## config.mk

```make
export PLATFORM = sky130hd
export DESIGN_NAME = temp_bcd_conv
export DESIGN_NICKNAME = d
export VERILOG_FILES = /design/src/rtl/temp_bcd_conv.sv
export SDC_FILE = /design/constraint.sdc
export NUM_CORES = 1
export LEC_CHECK = 0
export CAP_MARGIN = 15
export CORE_MARGIN = 2
export CORE_UTILIZATION = 63
export CTS_BUF_LIST = sky130_fd_sc_hd__clkbuf_16
export DETAILED_ROUTE_END_ITERATION = 16
export PLACE_DENSITY_LB_ADDON = 0.2
export SETUP_SLACK_MARGIN = 0.3
export SLEW_MARGIN = 20
export SYNTH_ARGS = -nofsm -noshare
export SYNTH_HDL_FRONTEND = slang
export SYNTH_SLANG_ARGS = --single-unit
```

## constraint.sdc

```tcl
create_clock -name clk -period 7.35 [get_ports clk]
set_clock_uncertainty 0.1 [all_clocks]
set_input_delay 0.735 -clock clk [delete_from_list [all_inputs] [get_ports clk]]
set_output_delay 0.735 -clock clk [all_outputs]
set_load 0.02 [all_outputs]
```

## src/rtl/temp_bcd_conv.sv

```systemverilog
// temp_bcd_conv: DS18B20 raw temperature to sign/range flags and 5-digit BCD hundredths of a degree
module temp_bcd_conv #(
  parameter logic [15:0] OVR_POS_LIMIT = 16'd2000,
  parameter logic [15:0] OVR_NEG_LIMIT = 16'd880
) (
  input  logic        clk,
  input  logic        rst_n,
  input  logic        start,
  input  logic [15:0] raw_temp,
  output logic        busy,
  output logic        done,
  output logic        sign,
  output logic        ovr,
  output logic [19:0] bcd_data
);
  typedef enum logic [1:0] {IDLE, ABS, SCALE, CONV} state_t;
  state_t state, state_n;
  logic [15:0] raw_r, mag16, prod;
  logic [10:0] mag;
  logic        sign_r, ovr_r, fin;
  logic [13:0] hund, hund_n;
  logic [19:0] bcd, bcd_adj, bcd_n;
  logic [33:0] sh;
  logic [3:0]  cnt;
  always_ff @(posedge clk)
    if (!rst_n) state <= IDLE;
    else state <= state_n;
  always_comb begin
    state_n = (state == IDLE)  ? (start ? ABS : IDLE) :
              (state == ABS)   ? SCALE :
              (state == SCALE) ? CONV :
              (cnt == 4'd13)   ? IDLE : CONV;
  end
  always_comb begin
    busy = state != IDLE;
    fin  = state == CONV && cnt == 4'd13;
  end
  // 0x8000 negates to itself; saturation below folds it to 2047
  assign mag16 = raw_r[15] ? ~raw_r + 16'd1 : raw_r;
  assign prod  = {5'd0, mag} * 16'd25;
  for (genvar i = 0; i < 5; i++) begin : g_adj
    assign bcd_adj[4*i +: 4] = bcd[4*i +: 4] >= 4'd5 ? bcd[4*i +: 4] + 4'd3 : bcd[4*i +: 4];
  end
  assign sh     = {bcd_adj, hund} << 1;
  assign bcd_n  = sh[33:14];
  assign hund_n = sh[13:0];
  always_ff @(posedge clk)
    if (!rst_n) begin
      raw_r    <= '0;
      mag      <= '0;
      sign_r   <= 1'b0;
      ovr_r    <= 1'b0;
      hund     <= '0;
      bcd      <= '0;
      cnt      <= '0;
      done     <= 1'b0;
      sign     <= 1'b0;
      ovr      <= 1'b0;
      bcd_data <= '0;
    end else begin
      done <= fin;
      if (state == IDLE && start) raw_r <= raw_temp;
      if (state == ABS) begin
        sign_r <= raw_r[15];
        ovr_r  <= raw_r[15] ? mag16 > OVR_NEG_LIMIT : mag16 > OVR_POS_LIMIT;
        mag    <= mag16 > 16'd2047 ? 11'd2047 : mag16[10:0];
      end
      if (state == SCALE) begin
        hund <= prod[15:2];
        bcd  <= '0;
        cnt  <= '0;
      end
      if (state == CONV) begin
        bcd  <= bcd_n;
        hund <= hund_n;
        cnt  <= cnt + 4'd1;
      end
      if (fin) begin
        bcd_data <= bcd_n;
        sign     <= sign_r;
        ovr      <= ovr_r;
      end
    end
endmodule

```

### After elaboration in Yosys (flattened, before gate mapping)

Cells that the tools add are included.

* logic and storage cells: 60
* bits in registers: 92
* output and inout bits: 24
* input bits: 19

* magnitude comparators: 8
* multipliers: 1
* bitwise logic cells: 2
* add/sub/neg operators: 7
* muxes and demuxes: 19
* equality and inequality tests: 4
* reductions and logical operators: 6

Operators by type and width (number)
* $mux W20: 2
* $gt A16 B11 Y1 const B: 2
* $mux W14: 2
* $mux W4: 6
* $ge A4 B3 Y1 const B: 5
* $add A16 B1 Y16 const B: 1
* $add A4 B2 Y4 const B: 4
* $gt A16 B10 Y1 const B: 1
* $mul A11 B5 Y16 const B: 1
* $mux W16: 1
* $not A16 Y16: 1
* $mux W11: 1
* $mux W2: 4
* $add A4 B1 Y4 const B: 1
* $eq A2 B2 Y1 const B: 2
* $eq A4 B4 Y1 const B: 1
* $reduce_bool A2 Y1: 2
* $add A3 B2 Y3 const B: 1
* $mux W3: 1
* $eq A2 B1 Y1 const B: 1
* $logic_and A1 B1 Y1: 2
* $logic_not A2 Y1: 1
* $mux W1: 2
* $reduce_or A2 Y1: 1
* $not A1 Y1: 1

### Depth between registers and ports, before layout

* depth in word-level cells: 5
* depth in mapped cells: 12
* gate-level depth less buffers: 12

### Worst setup path after synthesis

Ideal clock, no wire load.

* kind: register -> register
* start point: reg mag[3]
* end point: reg hund[11]
* arrival time: 2.873 ns
* setup time: 0.059 ns
* slack: 4.319 ns
* required time: 7.191 ns
* buffers on the path: 0
* clock period less this slack: 3.031 ns
* stages on the path, launching flop included: 13
* cell sequence: dfxtp_1 -> ha_1 -> ha_1 -> inv_1 -> fa_1 -> inv_1 -> ha_1 -> a21o_1 -> a22oi_1 -> a21o_1 -> a21boi_0 -> o311ai_0 -> o211a_1

* cells in the longest elaborated chain, start to end: 3

Ends and longest elaborated chain
* from (decl): RTL line 19 `logic [10:0] mag;`
* from (signal assigned): RTL line 66 `mag <= mag16 > 16'd2047 ? 11'd2047 : mag16[10:0];`
* $mul A11 B5 Y16: RTL line 40 `assign prod = {5'd0, mag} * 16'd25;`
* $mux W14: RTL line 68 `if (state == SCALE) begin`
* $mux W14: RTL line 73 `if (state == CONV) begin`
* to (signal assigned): RTL line 69 `hund <= prod[15:2];`
* to (signal assigned): RTL line 75 `hund <= hund_n;`
* to (decl): RTL line 21 `logic [13:0] hund, hund_n;`

Every way passes these cells. The select of a mux whose other input is x is not followed.
A chain may end at the register's enable or synchronous reset.

### Worst setup path in the final report

* start point: reg mag[4]
* end point: reg hund[11]

Same word-level chain as after synthesis.

==> impl_metrics.ini <==
[floorplanning]
dieArea_um2 = 9370
start_util_pct = 65.4
fp.dieW_um = 96.8
core_area_um2 = 8300
num_rows = 33
pin_count = 43
die_h_um = 96.8

[critical_path]
crit_start = mag[4]$_SDFFE_PN0N_
cp-start-kind = flip-flop
worstSetupEndpointType = flip-flop
crit_type = flip-flop to flip-flop
arrival_ns = 3.54
critical_path_peak_fanout = 5
crit-reg2reg-launch = mag[4]$_SDFFE_PN0N_
worst_ep_required_time_ns = 7.53

[global_route]
gr-total-overflow = 0
grt_max_degree = 81
grt_pass1_wl_um = 20600
grt_usage_pct = 25.9
grt_pass1_vias = 4668
grt_antenna_before_repair = 0

[timing]
fmax_mhz = 298
drv_slew = 0
period_share_pct = 45.6
final_hold_viol_count = 0
timing.final.ws_setup_ns = 4.00
relSlewSlack_pct = 32.1
setup_violations = 0
setup_tns_ns = 0
worst_slew_pin_slew_ns = 1.02
fin_hold_ws_ns = 0.382
rsz0062_at_grt = no
period_needed_ns = 3.35

[finish]
drive_above_1_share_pct = 4.17
antenna_cells = 0
instances_no_fill = 776
fin_area_um2 = 6190
areaGrowthSynthToFinish_pct = 14.1
fin_util_pct = 74.6
layout.nets = 741

[detailed_routing]
viasPerCell = 5.87
wl_per_cell_um = 14.7
wl_um = 11400
ant_nets = 0
num_vias = 4556
drc_errors = 0
first_pass_iters = 4
drt-initial-drc-count = 162

[pwr]
p_comb_share_pct = 18.4
clockPowerShare_pct = 39.7
sequentialPowerShare_pct = 41.9
p_int_uw = 925
leakagePower_nw = 2.61
total_power_mw = 1.30
p_switching_uw = 372
peakVddDrop_v = 0.000122
switching_share_pct = 28.7
p_per_area_nw_per_um2 = 209

[yosys]
synth_top_area_share_pct = 33.9
syn_avg_cell_area_um2 = 8.42
synth_simple_gate_area_share_pct = 18.3
synth_fa_ha_area_share_pct = 13.7
ys_warn_count = 0
ys_ff_latch = 92
ys_seq_area_share_pct = 33.9
synth-xor-area-share_pct = 4.20
synth.area.top_cells = dfxtp_1 (34%), ha_1 (12%), nand2_1 (5.5%)
async_flop_share_pct = 0
synth_most_common_cell = dfxtp_1
synth_top_area_cell = dfxtp_1
synth_common_cells = dfxtp_1 (92), nand2_1 (80), ha_1 (50)
synthMuxAreaShare_pct = 1.66
synth-compound-area-share_pct = 22.5
synth_cell_types = 54
synth_top_family_by_area = compound AO/OA/AOI/OAI gates
synth-edff-count = 0
ys.flop_type = dfxtp_1
synth_nets = 720
syn_area_um2 = 5430
synthCells = 645

[placed_design]
hpwlAfterDp_um = 7720
place_area_um2 = 5860
place_ws_ns = 4.13
port_buffers = 42
place_inst = 760
gp_congestion = 0.898

[clock_tree]
cts_root_buf = clkbuf_16
clock-sinks = 92
cts.repair.resized = 0
hold_buffers = 0
clk_path_buf_depth = 2
ctsHtreeMaxLevel = 3
insertion_delay_ns = 0.34
cts_tree = built
cts_setup_buffers = 0
cts-buffers-inserted = 9
clkTransAtPathRegs_ns = 0.07

[run]
maxCapViolations = 0

[worst_hold_path]
worstHoldStart = sign$_SDFFE_PN0P_
min_path_type = flip-flop to flip-flop

[outcome]
status = complete, no violations
-- layout make-up --
| type | instances | area, um2 |
|---|---|---|
| flip-flops and latches | 92 | 1840 |
| well taps | 105 | 131 |
| repair buffers | 45 | 438 |
| fillers | 597 | 2100 |
| inverters | 46 | 173 |
| multi-input cells | 472 | 3280 |
| clock inverters | 7 | 105 |
| clock buffers | 9 | 225 |
-- worst paths after layout --
kind / end / slack [ns] / depth (start not counted)
hold / removal: sign$_SDFFE_PN0P_ / 0.38 / 1
setup / recovery: hund[11]$_SDFFE_PN0P_ / 4.00 / 12
setup reg to reg: hund[11]$_SDFFE_PN0P_ / 4.00 / 12
hold reg to reg: sign$_SDFFE_PN0P_ / 0.38 / 1
-- worst max-delay path: stages, from the launching register on --
cell and delay (ns):
dfxtp_1 0.41, ha_1 0.27, ha_1 0.28, inv_1 0.05, fa_1 0.49, inv_1 0.04, ha_1 0.36, a21o_1 0.22
a22oi_1 0.28, a21o_1 0.19, a21boi_0 0.08, o311ai_0 0.32, o211a_1 0.19
-- power groups by stage --
stage / sequential (mW) / combinational, mW / clock, mW
after floorplan: 0.545 / 0.183 / 0
after global placement: 0.552 / 0.225 / 0
after detailed placement: 0.554 / 0.231 / 0
after CTS: 0.543 / 0.238 / 0.518
after global routing: 0.547 / 0.272 / 0.540
final: 0.543 / 0.238 / 0.515
-- registers in the layout, summed over array words and instances (netlist names) --
name / cells
mag: 11
ovr: 1
bcd: 20
sign: 1
cnt: 4
done: 1
raw_r: 16
state: 2
hund: 14
ovr_r: 1
bcd_data: 20
sign_r: 1
-- placed cells by master, fill, tap and decap left out, drive strengths merged, types with 13 or more instances in the layout --
cell | netlist | layout
a21oi | 34 | 34
nor2 | 35 | 35
nor2b | 22 | 22
clkdlybuf4s50 | 0 | 41
xnor2 | 13 | 13
ha | 50 | 50
xor2 | 13 | 13
nand2 | 80 | 80
a22o | 14 | 14
o21ai | 41 | 41
and2 | 15 | 15
o21a | 15 | 15
a21boi | 17 | 17
inv | 46 | 50
dfxtp | 92 | 92
-- kinds of logic after synthesis --
family,after synthesis
adder cells (fa/ha/maj),56
AND/OR/NAND/NOR,203
buffers and inverters,81
AO/OA/AOI/OAI,178
XOR/XNOR,26
flip-flops,92
multiplexers,9
-- per-layer routing --
layer / track usage (%) / share of wire (%) / wire length, um / up-vias
met5: 0 / 0 / 0 / -
met4: 9.97 / 1.9 / 215 / 0
met3: 4.48 / 4.0 / 463 / 23
met2: 45.7 / 50 / 5700 / 117
met1: 31.4 / 44 / 5060 / 2134
li1: - / - / - / 2282
No activity file was read; power rests on OpenSTA's default activity.
==> RTL edit (same flow settings) <==
Reset style: asynchronous (`rst_n`), changed in 2 clocked blocks.
--- a/src/rtl/temp_bcd_conv.sv
+++ b/src/rtl/temp_bcd_conv.sv
@@ -22,7 +22,7 @@
   logic [19:0] bcd, bcd_adj, bcd_n;
   logic [33:0] sh;
   logic [3:0]  cnt;
-  always_ff @(posedge clk)
+  always_ff @(posedge clk or negedge rst_n)
     if (!rst_n) state <= IDLE;
     else state <= state_n;
   always_comb begin
@@ -44,7 +44,7 @@
   assign sh     = {bcd_adj, hund} << 1;
   assign bcd_n  = sh[33:14];
   assign hund_n = sh[13:0];
-  always_ff @(posedge clk)
+  always_ff @(posedge clk or negedge rst_n)
     if (!rst_n) begin
       raw_r    <= '0;
       mag      <= '0;
Check against the original RTL: differs if rst_n is asserted again (counterexample within 4 cycles, from zero or initial values and one cycle with rst_n low); with rst_n held inactive, the same outputs for 10 cycles.
==> RTL edit against the original RTL <==
Sequential cell count unchanged. Wire length down 2.7%. Area after synthesis up 1.8%. Final area up 2.6%. Fmax down 0.18%. Worst setup slack worse by 6.1 ps. Critical path type unchanged. Critical endpoint is now hund[9]$_DFFE_PN0P_.
Power is not shown: default switching activity piles up to over one toggle a cycle in this logic, so the estimate is an artifact.
==> RTL edit: results <==
[worst_hold_path]
hp-class = "primary input to async pin"

[global_routing]
grt_pass1_wl_um = 19500
grt_pass1_vias = 4417
grt_max_degree = 81
antenna_found_initial = 0
grt_use_total_pct = 24.9

[yosys]
ys_types = 52
synthTopCellsByArea = "dfrtp_1, ha_1, o21ai_0"
ys_seq_area_share_pct = 41.7
synth-compound-area-share_pct = 15.7
async_flop_share_pct = 100
synthAdderAreaFrac_pct = 13.5
synthXorXnorAreaFrac_pct = 3.65
synth_warnings = 0
synth_common_cells = "dfrtp_1, nand2_1, nor2_1, inv_1, o21ai_0"
synthMuxAreaShare_pct = 4.85
syn_nets = 675

[routing]
via_per_inst = 5.87
first_pass_iters = 5
drt_iter0_drc = 199
wl_per_cell_um = 15.0

[sta]
hold_violations = 0
tightest_slew_ps = 868

[clocking]
cts-resized-gates = 0
clkSlewWorstSetupHoldPaths_ps = 70
cts_buffer_depth = 2
h-tree-depth = 3
cts_made_buffers = 9
worst_skew_pair.late_latency_ps = 340
cts_setup_buffers = 0
cts-root-buf = "clkbuf_16"

[run_status]
outcome = "completed"

[worst_setup_path]
startpoint = "mag[4]$_DFFE_PN0N_"
setup.worst_path.end = "hund[9]$_DFFE_PN0P_"
cp_data_arrival_time_ps = 3540
critPathMaxFanout = 4
worstRegToRegCells = 12
regToRegSetupSlack_ps = 3990

[place]
portBuffers = 42
routabilityCongestion = 0.908
hpwl_um = 7770
dpl-instance-area_mm2 = 0.00600

[final_layout]
final_nets = 706
drive_above_1_share_pct = 7.55
RTL edit: cell types whose count changed after synthesis, sizes merged, moves of 9 or more:
cell	before	now
o21ai	41	52
dfrtp	0	92
o22ai	3	16
and2	15	4
nor2b	22	6
a21boi	17	0
mux2	0	19
nand2	80	66
a22o	14	0
o21a	15	4
o211a	10	1
dfxtp	92	0
nor2	35	58
RTL edit: worst max-delay path, cell delays in order (launching register included):
cell and delay (ps):
dfrtp_1 420, ha_1 320, ha_1 280, inv_1 50, fa_1 490, inv_1 40, ha_1 320, o21a_1 200
o21a_1 170, o21ai_0 280, nor2_1 80, o311ai_0 370, o21a_1 180
RTL edit: stage by stage:
step | instances | hold WS, ps | worst slack (ps) | util [%]
global route | 744 | 134 | 3900 | 73.9
detailed placement | 727 | 369 | 4050 | 69.8
finish | 744 | 127 | 3990 | 73.9
global placement | 727 | 361 | 4170 | 69.8
floorplan | 600 | 335 | 4280 | -
CTS | 743 | 129 | 4020 | 73.6
RTL edit: routing by layer:
layer	wire, µm	part of all wire [%]	up-vias	global-route usage (%)
met2	5730	52	113	43.5
met3	456	4.1	20	3.60
li1	-	-	2128	-
met1	4770	43	2103	31.8
met4	164	1.5	0	8.23
met5	0	0	-	0
RTL edit: cell type report:
class / instances / area [µm²]
flip-flops and latches: 92 / 2300
clock inverters: 7 / 100
well taps: 108 / 135
clock buffers: 9 / 225
multi-input cells: 428 / 2910
repair buffers: 48 / 483
inverters: 52 / 195
fillers: 628 / 2240
RTL edit: logic make-up (layout without fill, tap and decap cells):
group | after synthesis | count (layout)
adder cells (fa/ha/maj) | 56 | 56
buffers and inverters | 80 | 116
flip-flops | 92 | 92
AO/OA/AOI/OAI | 145 | 145
AND/OR/NAND/NOR | 180 | 180
multiplexers | 24 | 24
XOR/XNOR | 23 | 23
